[config.mk]
export PLATFORM = sky130hd
export DESIGN_NAME = adder_simd_pipe_flat
export DESIGN_NICKNAME = d
export VERILOG_FILES = /design/src/rtl/adder_pkg.sv /design/src/rtl/adder_simd_pipe_if.sv /design/src/rtl/adder_lane.sv /design/src/rtl/adder_simd_pipe.sv /design/src/flat_wrapper.sv
export SDC_FILE = /design/constraint.sdc
export NUM_CORES = 1
export LEC_CHECK = 0
export ABC_AREA = 1
export BUFFER_PORTS_ARGS = -buffer_cell sky130_fd_sc_hd__buf_2
export CAP_MARGIN = 15
export CORE_MARGIN = 2
export CORE_UTILIZATION = 60
export CTS_CLUSTER_SIZE = 24
export DETAILED_ROUTE_END_ITERATION = 7
export PLACE_DENSITY = 0.81
export SYNTH_ARGS = -nofsm -noshare
export SYNTH_HDL_FRONTEND = slang
export SYNTH_SLANG_ARGS = --single-unit
[constraint.sdc]
create_clock -name clk -period 10.35 [get_ports clk]
set_clock_uncertainty 0.05 [all_clocks]
set_input_delay 1.035 -clock clk [delete_from_list [all_inputs] [get_ports clk]]
set_output_delay 1.035 -clock clk [all_outputs]
set_load 0.02 [all_outputs]
[src/rtl/adder_pkg.sv]
// Shared constants and op encoding for the packed SIMD adder.
// Optional saturation is enabled by defining ADDER_SAT_EN.
package adder_pkg;

    localparam int LEN_DATA_DEF = 64;
    localparam int LANE_W_DEF   = 8;
    localparam int STAGES_DEF   = 4;

    typedef enum logic {
        OP_ADD = 1'b0,
        OP_SUB = 1'b1
    } op_e;

    function automatic int lanes(input int len_data, input int lane_w);
        return len_data / lane_w;
    endfunction

endpackage

[src/rtl/adder_simd_pipe_if.sv]
// Operand/result bundle of the SIMD adder.
// The sat request exists only when ADDER_SAT_EN is defined.
interface adder_simd_pipe_if
    import adder_pkg::*;
#(
    parameter int LEN_DATA = LEN_DATA_DEF,
    parameter int LANE_W   = LANE_W_DEF
);
    localparam int LANES = lanes(LEN_DATA, LANE_W);

    logic                en;
    logic                valid;
    logic [LEN_DATA-1:0] a;
    logic [LEN_DATA-1:0] b;
    logic                cin;
    logic                sub;
    logic [LANES-1:0]    cmsk_n;
`ifdef ADDER_SAT_EN
    logic                sat;
`endif
    logic [LEN_DATA-1:0] sum;
    logic                cout;
    logic [LANES-1:0]    lane_cout;
    logic                rdy;

    modport master (
        output en, valid, a, b, cin, sub, cmsk_n,
`ifdef ADDER_SAT_EN
        output sat,
`endif
        input  sum, cout, lane_cout, rdy
    );

    modport slave (
        input  en, valid, a, b, cin, sub, cmsk_n,
`ifdef ADDER_SAT_EN
        input  sat,
`endif
        output sum, cout, lane_cout, rdy
    );

endinterface

[src/rtl/adder_lane.sv]
// One LANE_W-bit ripple slice; segment carry muxing lives in the top.
module adder_lane #(
    parameter int W = 8
) (
    input  logic [W-1:0] a,
    input  logic [W-1:0] b,
    input  logic         ci,
    output logic [W-1:0] s,
    output logic         co
);

    assign {co, s} = {1'b0, a} + {1'b0, b} + {{W{1'b0}}, ci};

endmodule

[src/rtl/adder_simd_pipe.sv]
// Pipelined SIMD add/sub: lane groups of LANES/STAGES per stage.
// Define ADDER_SAT_EN to add per-segment saturation in the last stage.
module adder_simd_pipe
    import adder_pkg::*;
#(
    parameter int LEN_DATA = LEN_DATA_DEF,
    parameter int LANE_W   = LANE_W_DEF,
    parameter int STAGES   = STAGES_DEF
) (
    input logic              clk,
    input logic              rst,
    adder_simd_pipe_if.slave bus
);
    localparam int LANES = lanes(LEN_DATA, LANE_W);
    localparam int L     = LANES / STAGES;

    logic [STAGES-1:0]   v_q;
    logic [LEN_DATA-1:0] a_q   [STAGES];
    logic [LEN_DATA-1:0] b_q   [STAGES];
    logic [LEN_DATA-1:0] s_q   [STAGES];
    logic [LANES-1:0]    lc_q  [STAGES];
    logic [LANES-1:0]    msk_q [STAGES];
    logic [STAGES-1:0]   c_q;
    logic [STAGES-1:0]   sub_q;
    logic [STAGES-1:0]   cin_q;
`ifdef ADDER_SAT_EN
    logic [STAGES-1:0]   sat_q;
`endif

    logic [LEN_DATA-1:0] s_d  [STAGES];
    logic [LANES-1:0]    lc_d [STAGES];
    logic [LANE_W-1:0]   ls   [LANES];
    logic [LANES-1:0]    lco;
    logic [LEN_DATA-1:0] fin_sum;

    logic                rdy_q;
    logic [LEN_DATA-1:0] sum_q;
    logic                cout_q;
    logic [LANES-1:0]    lcout_q;

    for (genvar i = 0; i < LANES; i++) begin : g_lane
        localparam int G = i / L;
        logic              seg_ci;
        logic              ci;
        logic              co;
        logic [LANE_W-1:0] s;

        assign seg_ci = cin_q[G] ^ (op_e'(sub_q[G]) == OP_SUB);

        if (i == 0) begin : g_first
            assign ci = seg_ci;
        end else if (i % L == 0) begin : g_grp
            assign ci = msk_q[G][i] ? c_q[G] : seg_ci;
        end else begin : g_mid
            assign ci = msk_q[G][i] ? g_lane[i-1].co : seg_ci;
        end

        adder_lane #(.W(LANE_W)) u_lane (
            .a  (a_q[G][i*LANE_W +: LANE_W]),
            .b  (b_q[G][i*LANE_W +: LANE_W] ^ {LANE_W{sub_q[G]}}),
            .ci (ci),
            .s  (s),
            .co (co)
        );

        assign ls[i]  = s;
        assign lco[i] = co;
    end

    // Merge each stage's freshly summed lane group into its partial result
    always_comb begin
        for (int g = 0; g < STAGES; g++) begin
            s_d[g]  = s_q[g];
            lc_d[g] = lc_q[g];
        end
        for (int i = 0; i < LANES; i++) begin
            s_d[i/L][i*LANE_W +: LANE_W] = ls[i];
            lc_d[i/L][i]                 = lco[i];
        end
    end

`ifdef ADDER_SAT_EN
    logic [LANES-1:0] seg_end;
    assign seg_end = {1'b1, ~msk_q[STAGES-1][LANES-1:1]};

    // Clamp saturating segments using the carry out of their top lane
    always_comb begin
        logic segc;
        logic sb;
        fin_sum = s_d[STAGES-1];
        segc    = 1'b0;
        sb      = sub_q[STAGES-1];
        for (int i = LANES - 1; i >= 0; i--) begin
            if (seg_end[i]) segc = lc_d[STAGES-1][i];
            if (sat_q[STAGES-1]) begin
                if (sb && !segc)
                    fin_sum[i*LANE_W +: LANE_W] = '0;
                else if (!sb && segc)
                    fin_sum[i*LANE_W +: LANE_W] = '1;
            end
        end
    end
`else
    assign fin_sum = s_d[STAGES-1];
`endif

    // Stage valid bits; reset flushes in-flight operations
    always_ff @(posedge clk) begin
        if (rst) begin
            v_q <= '0;
        end else if (bus.en) begin
            v_q[0] <= bus.valid;
            for (int k = 1; k < STAGES; k++) v_q[k] <= v_q[k-1];
        end
    end

    // Operand, partial-sum and control pipeline, qualified by v_q
    always_ff @(posedge clk) begin
        if (bus.en) begin
            a_q[0]   <= bus.a;
            b_q[0]   <= bus.b;
            s_q[0]   <= '0;
            lc_q[0]  <= '0;
            msk_q[0] <= bus.cmsk_n;
            c_q[0]   <= 1'b0;
            sub_q[0] <= bus.sub;
            cin_q[0] <= bus.cin;
`ifdef ADDER_SAT_EN
            sat_q[0] <= bus.sat;
`endif
            for (int k = 1; k < STAGES; k++) begin
                a_q[k]   <= a_q[k-1];
                b_q[k]   <= b_q[k-1];
                s_q[k]   <= s_d[k-1];
                lc_q[k]  <= lc_d[k-1];
                msk_q[k] <= msk_q[k-1];
                c_q[k]   <= lco[k*L-1];
                sub_q[k] <= sub_q[k-1];
                cin_q[k] <= cin_q[k-1];
`ifdef ADDER_SAT_EN
                sat_q[k] <= sat_q[k-1];
`endif
            end
        end
    end

    // Result registers load only from a valid final stage
    always_ff @(posedge clk) begin
        if (rst) begin
            rdy_q   <= 1'b0;
            sum_q   <= '0;
            cout_q  <= 1'b0;
            lcout_q <= '0;
        end else if (bus.en) begin
            rdy_q <= v_q[STAGES-1];
            if (v_q[STAGES-1]) begin
                sum_q   <= fin_sum;
                cout_q  <= lco[LANES-1];
                lcout_q <= lc_d[STAGES-1];
            end
        end
    end

    assign bus.rdy       = rdy_q;
    assign bus.sum       = sum_q;
    assign bus.cout      = cout_q;
    assign bus.lane_cout = lcout_q;

endmodule

[src/flat_wrapper.sv]
// flat-port wrapper written by rule: the top's interface ports become plain ports
module adder_simd_pipe_flat import adder_pkg::*;
#(
    parameter int LEN_DATA = LEN_DATA_DEF,
    parameter int LANE_W   = LANE_W_DEF,
    parameter int STAGES   = STAGES_DEF
)
  (clk, rst, bus_en, bus_valid, bus_a, bus_b, bus_cin, bus_sub, bus_cmsk_n, bus_sum, bus_cout, bus_lane_cout, bus_rdy);
  adder_simd_pipe_if #(.LEN_DATA(LEN_DATA), .LANE_W(LANE_W)) bus_i ();
  input logic clk;
  input logic rst;
  input wire logic [$bits(bus_i.en)-1:0] bus_en;
  input wire logic [$bits(bus_i.valid)-1:0] bus_valid;
  input wire logic [$bits(bus_i.a)-1:0] bus_a;
  input wire logic [$bits(bus_i.b)-1:0] bus_b;
  input wire logic [$bits(bus_i.cin)-1:0] bus_cin;
  input wire logic [$bits(bus_i.sub)-1:0] bus_sub;
  input wire logic [$bits(bus_i.cmsk_n)-1:0] bus_cmsk_n;
  output wire logic [$bits(bus_i.sum)-1:0] bus_sum;
  output wire logic [$bits(bus_i.cout)-1:0] bus_cout;
  output wire logic [$bits(bus_i.lane_cout)-1:0] bus_lane_cout;
  output wire logic [$bits(bus_i.rdy)-1:0] bus_rdy;
  assign bus_i.en = bus_en;
  assign bus_i.valid = bus_valid;
  assign bus_i.a = bus_a;
  assign bus_i.b = bus_b;
  assign bus_i.cin = bus_cin;
  assign bus_i.sub = bus_sub;
  assign bus_i.cmsk_n = bus_cmsk_n;
  assign bus_sum = bus_i.sum;
  assign bus_cout = bus_i.cout;
  assign bus_lane_cout = bus_i.lane_cout;
  assign bus_rdy = bus_i.rdy;
  adder_simd_pipe #(.LEN_DATA(LEN_DATA), .LANE_W(LANE_W), .STAGES(STAGES)) u_core (.clk(clk), .rst(rst), .bus(bus_i));
endmodule
==> metrics, run 1 <==
status=completed; RD Place Congestion=roughly 0.84; min cycle time layout=~4.5 ns; sequential cell area=between 15000 and 20000 µm²; main combinational cell family by area after synthesis=simple AND/OR/NAND/NOR gates; worst skew pair latency=0.56 ns; area grow syn2layout=16.33%; post_cts resized=0; count leader, synth=edfxtp_1; PortBufs=approximately 210; endpoints failing setup=0; fin. max-slew vios=0; initial core utilization=61.04%; Die Area=34570 µm²; top cell type's share of synthesized area=between 60 and 70%; RSZ-0062 raised after global routing=false; I/O Pins=roughly 220; first-pass GRT wire length=~50000 µm; Layout Nets=1774; overall die height=around 190 µm; TritonRoute pass-1 iters=5; Placed Cells=slightly below 2000; WP data required=approximately 11 ns; Worst Setup Start Kind=flip-flop; CTS tree=done; Core Area=~33000 µm²; cell count after synthesis=1316; average routed wire per standard cell=around 16 µm; critical path class=reg2reg; async set-reset flop share out of synthesis=0%; combinational fraction of design power=around a tenth; simple-gate portion of the synthesized area=approximately 6.5%; Synth Area in XOR/XNOR=~4.7%; YS warnings=0; die span in x=around 190 µm; Cell Pwr Density=approximately 220 nW/µm²; GRT overflow=0; post-synthesis sequential area ratio=around three quarters; Final Hold Fails=0; sw frac=22.17%; CTS Buffer Depth=3; Net Count, Synth=between 1500 and 2000; GRT Total Usage=18.67%; Detailed Place HPWL=approximately 21000 µm; sum of negative setup slack=0 ns; WL final=approximately 32000 µm; Synth Register Bits=532; row cnt=66; Clock H-tree levels=2; CTS root buf=clkbuf_16; largest net degree at the start of global routing=95; predominant post-synthesis flop cell=edfxtp_1; worst path arrival time=approximately 4.7 ns; Leakage Power=about 9.4 nW; layout cells sized above 1=20.11%; total power=4.994 mW; post-route antenna net violation count=0; mux cell area share after synthesis=0%; maximum clock rate=roughly 0.22 GHz; multi-input logic area=just over 4000 µm²; hold_buf cts=0; Post-Syn Area=approximately 20000 µm²; Iter 0 DRT Violations=660; sw power=1.107 mW; sequential share of power=between 50% and 60%; Synth Area in Compound Gates=around 3.9%; via count=around 10000; ranking of synthesized cells by area=edfxtp_1, dfxtp_1, ha_1; final cell count without fillers=2045; post-CTS setup buffers=0; Via density=~5.1; clock sink total=between 500 and 600; Final Cycle Share=between 40 and 50%; Slew @ Worst Pin=1.130 ns; Mean Syn Cell Area=around 15 µm²; vias in the first global route=10230; MaxCap Viol Count=0; internal power=about 3.9 mW; clock network power share=37.8%; Peak VDD IR=0.0001588 V; synth unique cells=30; total CTS buffers=51; Post-synth EDFFs=about 460; synthesized-area fraction occupied by adder cells=between 5 and 6%; area leader, netlist=edfxtp_1; crit path max fanout=18; CTS clock-pin slew for the worst setup and hold paths=roughly 0.06 ns; hold slack=approximately 0.36 ns; Commonest cells post-synth=edfxtp_1, nor2_1, nand2_1; Hold Path Class=reg2reg; Slew headroom=between 20 and 25%; initial antenna violation count=4; Critical Path End Type=flip-flop; fill count=~2100; DRC=0
metrics by stage:
step                      cell area (µm²)  util (%)  setup WS, ns
final                               23110     71.02         5.879
after global routing                23110     71.02         5.554
after CTS                           23100     71.00         5.884
after detailed placement            21340     65.59         5.904
after global placement              21340     65.59         6.013
after floorplan                     19860         -         6.535
power by group through the flow:
stage | clock [mW] | combinational (mW) | sequential, mW
6_report | 1.89 | 0.469 | 2.64
2_1_floorplan | 0 | 0.303 | 2.67
3_3_place_gp | 0 | 0.440 | 2.67
5_1_grt | 2.01 | 0.529 | 2.65
4_1_cts | 1.92 | 0.470 | 2.64
3_5_place_dp | 0 | 0.463 | 2.68
state kept, by name, indices dropped and copies added, names as in the netlist, 2 cells and up:
| name | count |
|---|---|
| u_core.cin_q | 4 |
| u_core.s_q | 96 |
| u_core.c_q | 2 |
| u_core.msk_q | 19 |
| u_core.b_q | 160 |
| u_core.v_q | 4 |
| u_core.sub_q | 4 |
| u_core.bus.sum | 64 |
| u_core.lc_q | 10 |
| u_core.a_q | 160 |
| u_core.bus.lane_cout | 7 |
critical path: stages, from the launching register on:
cell and delay, ns:
edfxtp_1 0.93, xnor2_1 0.24, fa_1 0.46, fa_1 0.41, o21ai_0 0.41, nand4_1 0.18, nand3_1 0.11, nand2_1 0.09
fa_1 0.43, fa_1 0.44, inv_1 0.10, nand4_1 0.11, o211ai_1 0.14, xor2_1 0.12
cell families after synthesis:
logic type / Yosys count
flops: 532
simple gates: 317
compound gates: 147
buf+inv: 142
xor+xnor: 106
fa+ha+maj: 72
cell usage in the layout (no fill, tap or decap), types with 38 or more instances in the layout:
cell and instances:
a21oi_1 49, clkbuf_16 52, nand2_1 116, inv_1 108, o21ai_0 67, edfxtp_1 455, ha_1 56, nand3_1 38
nor2_1 141, dfxtp_1 77, buf_2 213, xor2_1 80
worst paths after layout:
check | cells after the start | start | slack (ns) | end
worst max register to register | 13 | u_core.sub_q[0] | 5.88 | u_core.s_q[1][14]
worst max-delay path | 13 | u_core.sub_q[0] | 5.88 | u_core.s_q[1][14]
worst min register to register | 0 | u_core.b_q[0][18] | 0.36 | u_core.b_q[1][18]
worst min-delay path | 0 | u_core.b_q[0][18] | 0.36 | u_core.b_q[1][18]
layout make-up:
cell class	instances	share of cell area [%]
Clock inverter	30	1.570
Antenna cell	2	0.02166
Timing Repair Buffer	223	4.971
Clock buffer	64	6.043
Tap cell	442	2.393
Multi-Input combinational cell	642	17.40
Inverter	110	1.792
Sequential cell	532	65.80
routing by layer:
layer,vias up,global-route usage [%],part of all wire [%]
met2,309,32.82,51
met4,4,9.039,4.2
met5,-,0,0.084
met3,93,3.991,5.3
met1,4911,21.87,39
li1,5093,-,-
Power figures use the tool's default switching activity.
==> run 2, diff against run 1 <==
--- a/config.mk
+++ b/config.mk
@@ -9,10 +9,10 @@
 export BUFFER_PORTS_ARGS = -buffer_cell sky130_fd_sc_hd__buf_2
 export CAP_MARGIN = 15
 export CORE_MARGIN = 2
-export CORE_UTILIZATION = 60
+export CORE_UTILIZATION = 58
 export CTS_CLUSTER_SIZE = 24
 export DETAILED_ROUTE_END_ITERATION = 7
-export PLACE_DENSITY = 0.81
+export PLACE_DENSITY = 0.79
 export SYNTH_ARGS = -nofsm -noshare
 export SYNTH_HDL_FRONTEND = slang
 export SYNTH_SLANG_ARGS = --single-unit
==> constraint.sdc (replaced) <==
create_clock -name clk -period 4.25 [get_ports clk]
set_clock_uncertainty 0.05 [all_clocks]
set_input_delay 0.425 -clock clk [delete_from_list [all_inputs] [get_ports clk]]
set_output_delay 0.425 -clock clk [all_outputs]
set_load 0.02 [all_outputs]
==> run 2 against run 1 <==
Sequential share of layout area down 3.7 points. Sequential cell count stayed put. Largest cell class unchanged. Global-route usage up 2.2 points. Maximum frequency up 12%. Via count up 7.0%. Die area grew 3.4%. Total power is 140% higher. Worst setup slack got worse by 5.6 ns. Register-to-register slack worse by 5.6 ns. Clock power increased by 140%. Combinational power rose to 2.8 times the previous value.
==> metrics, run 2 (synthesized netlist as in run 1, its figures left out) <==
status=completed; Slew @ Worst Pin=roughly 1.0 ns; sw power=about 2.8 mW; row cnt=between 60 and 70; Final Cycle Share=approximately 94%; Final Instance Area=between 20000 and 25000 µm²; CTS tree=done; CP dominant cell by count=fa_1; Worst Slack Setup Final=approximately 0.26 ns; RD Place Congestion=a little under 0.9; Util after Layout=72.77%; Final Hold Fails=0; DRC=0; crit path max fanout=4; via count=11140; overall die height=189.1 µm; maximum clock rate=0.2508 GHz; Worst Setup Start Kind=flip-flop; commonest non-fill, non-tap cells in the layout=edfxtp_1, buf_2, nor2_1; Worst path max stage delay=about 0.46 ns; WL final=36860 µm; die span in x=about 190 µm; Detailed Place HPWL=roughly 21000 µm; largest net degree at the start of global routing=about 170; sequential share of power=52.7%; first-pass GRT wire length=between 50000 and 60000 µm; Hold Path Class=in2reg; worst slack at placement=~0.28 ns; post_cts resized=0; endpoints failing setup=0; sum of negative setup slack=0 ns; CTS clock-pin slew for the worst setup and hold paths=about 0.060 ns; initial core utilization=about three fifths; CP Buf/Inv Count=1; average routed wire per standard cell=roughly 17 µm; CTS root buf=clkbuf_16; Critical Path End Type=flip-flop; Slew headroom=around a third; clock sink total=532; Iter 0 DRT Violations=638; commonest non-fill, non-tap cell in the layout=edfxtp_1; met1 usage=23.85%; fill count=approximately 2000; Die Area=between 30000 and 40000 µm²; GRT Total Usage=20.89%; I/O Pins=about 220; Layout Nets=around 1900; Leakage Power=between 9 and 10 nW; MaxCap Viol Count=0; WP data required=roughly 4.5 ns; Placement Cell Area=21390 µm²; worst skew pair latency=0.58 ns; Via density=roughly 5; Cell Pwr Density=498.1 nW/µm²; Most Crowded Layer GR=met2; sw frac=a little under a quarter; CP top delay family=adder cells; RSZ-0062 raised after global routing=false; hold slack=~0.056 ns; layout cells sized above 1=18.62%; Largest regs=u_core.a_q: 160 flops, u_core.b_q: 160 flops, u_core.s_q: 96 flops; met3 Resource Use GR=approximately 3.6%; clock network power share=36.7%; worst path arrival time=about 4.3 ns; vias in the first global route=around 11000; CTS Buffer Depth=3; chain of cells forming the critical path=xnor2_1 > nor2_1 > a21oi_1 > fa_1 > fa_1 > o21ai_1 > nand4_1 > nand3_1 > nand2_1 > fa_1 > fa_1 > inv_1 > nand4_1 > o211ai_1 > xor2_1; Core Area=between 30000 and 40000 µm²; Clock H-tree levels=2; total CTS buffers=51; CP max stage cell=fa_1; grt met2 use=between 30% and 40%; TritonRoute pass-1 iters=7; post-route antenna net violation count=0; Peak VDD IR=0.0003763 V; area grow syn2layout=23.17%; critical path class=reg2reg; fin. max-slew vios=0; GRT overflow=0; combinational fraction of design power=a little over a tenth; internal power=around 9.4 mW; PortBufs=approximately 210; min cycle time layout=approximately 4 ns; initial antenna violation count=1
-- run 2: changes by cell type in the layout (fill, tap and decap cells not counted), moves of 3 or more --
cell | before | now
buf_4 | 9 | 16
clkbuf_1 | 7 | 10
clkinv_4 | 5 | 2
dlygate4sd3_1 | 0 | 136
clkinvlp_4 | 1 | 4
-- run 2: power groups by stage --
stage	Clock [mW]	Combinational, mW	Sequential, mW
6_report	4.48	1.29	6.42
3_5_place_dp	0	1.14	6.52
4_1_cts	4.53	1.25	6.42
5_1_grt	4.76	1.44	6.46
3_3_place_gp	0	1.08	6.50
2_1_floorplan	0	0.739	6.50
-- run 2: worst reg2reg max path, stage by stage (launching register included) --
cell and delay [ns]:
edfxtp_1 0.45, xnor2_1 0.18, nor2_1 0.10, a21oi_1 0.06, fa_1 0.44, fa_1 0.44
o21ai_1 0.28, nand4_1 0.17, nand3_1 0.10, nand2_1 0.12, fa_1 0.47, fa_1 0.44
inv_1 0.09, nand4_1 0.11, o211ai_1 0.14, xor2_1 0.10
-- run 2: layer usage --
metal | up-vias | wire length (µm) | share of wire (%)
met5 | - | 0 | 0
met4 | 0 | 1159 | 3.1
met3 | 87 | 1889 | 5.1
met2 | 375 | 19960 | 54
met1 | 5297 | 13840 | 38
li1 | 5384 | - | -
-- run 2: area by class of cell --
| type | count | area (µm²) | area share [%] |
|---|---|---|---|
| Clock inverter | 29 | 297.8 | 1.217 |
| Multi-Input combinational cell | 642 | 4021 | 16.44 |
| Antenna cell | 1 | 2.502 | 0.01023 |
| Timing Repair Buffer | 367 | 2582 | 10.56 |
| Sequential cell | 532 | 15200 | 62.15 |
| Clock buffer | 65 | 1380 | 5.641 |
| Inverter | 110 | 414.1 | 1.693 |
| Tap cell | 448 | 560.5 | 2.291 |
-- run 2: worst paths after layout --
| path | startpoint | to | slack [ns] | cells past startpoint |
|---|---|---|---|---|
| max | u_core.sub_q[2] | u_core.s_q[3][46] | 0.26 | 15 |
| min | bus_valid | u_core.v_q[0] | 0.06 | 3 |
| max reg2reg | u_core.sub_q[2] | u_core.s_q[3][46] | 0.26 | 15 |
| min reg2reg | u_core.a_q[0][19] | u_core.a_q[1][19] | 0.36 | 0 |
-- run 2: stage by stage --
step	total power, mW	std cells
after CTS	12.20	2189
after floorplan	7.242	1316
final	12.19	2194
after global routing	12.66	2194
after global placement	7.580	1959
after detailed placement	7.659	1959
-- run 2: repair_timing --
action,in CTS,in global routing
setup buffers,0,4
endpoints found under the hold margin,136,0
hold buffers,136,0
endpoints found under the setup margin,0,1
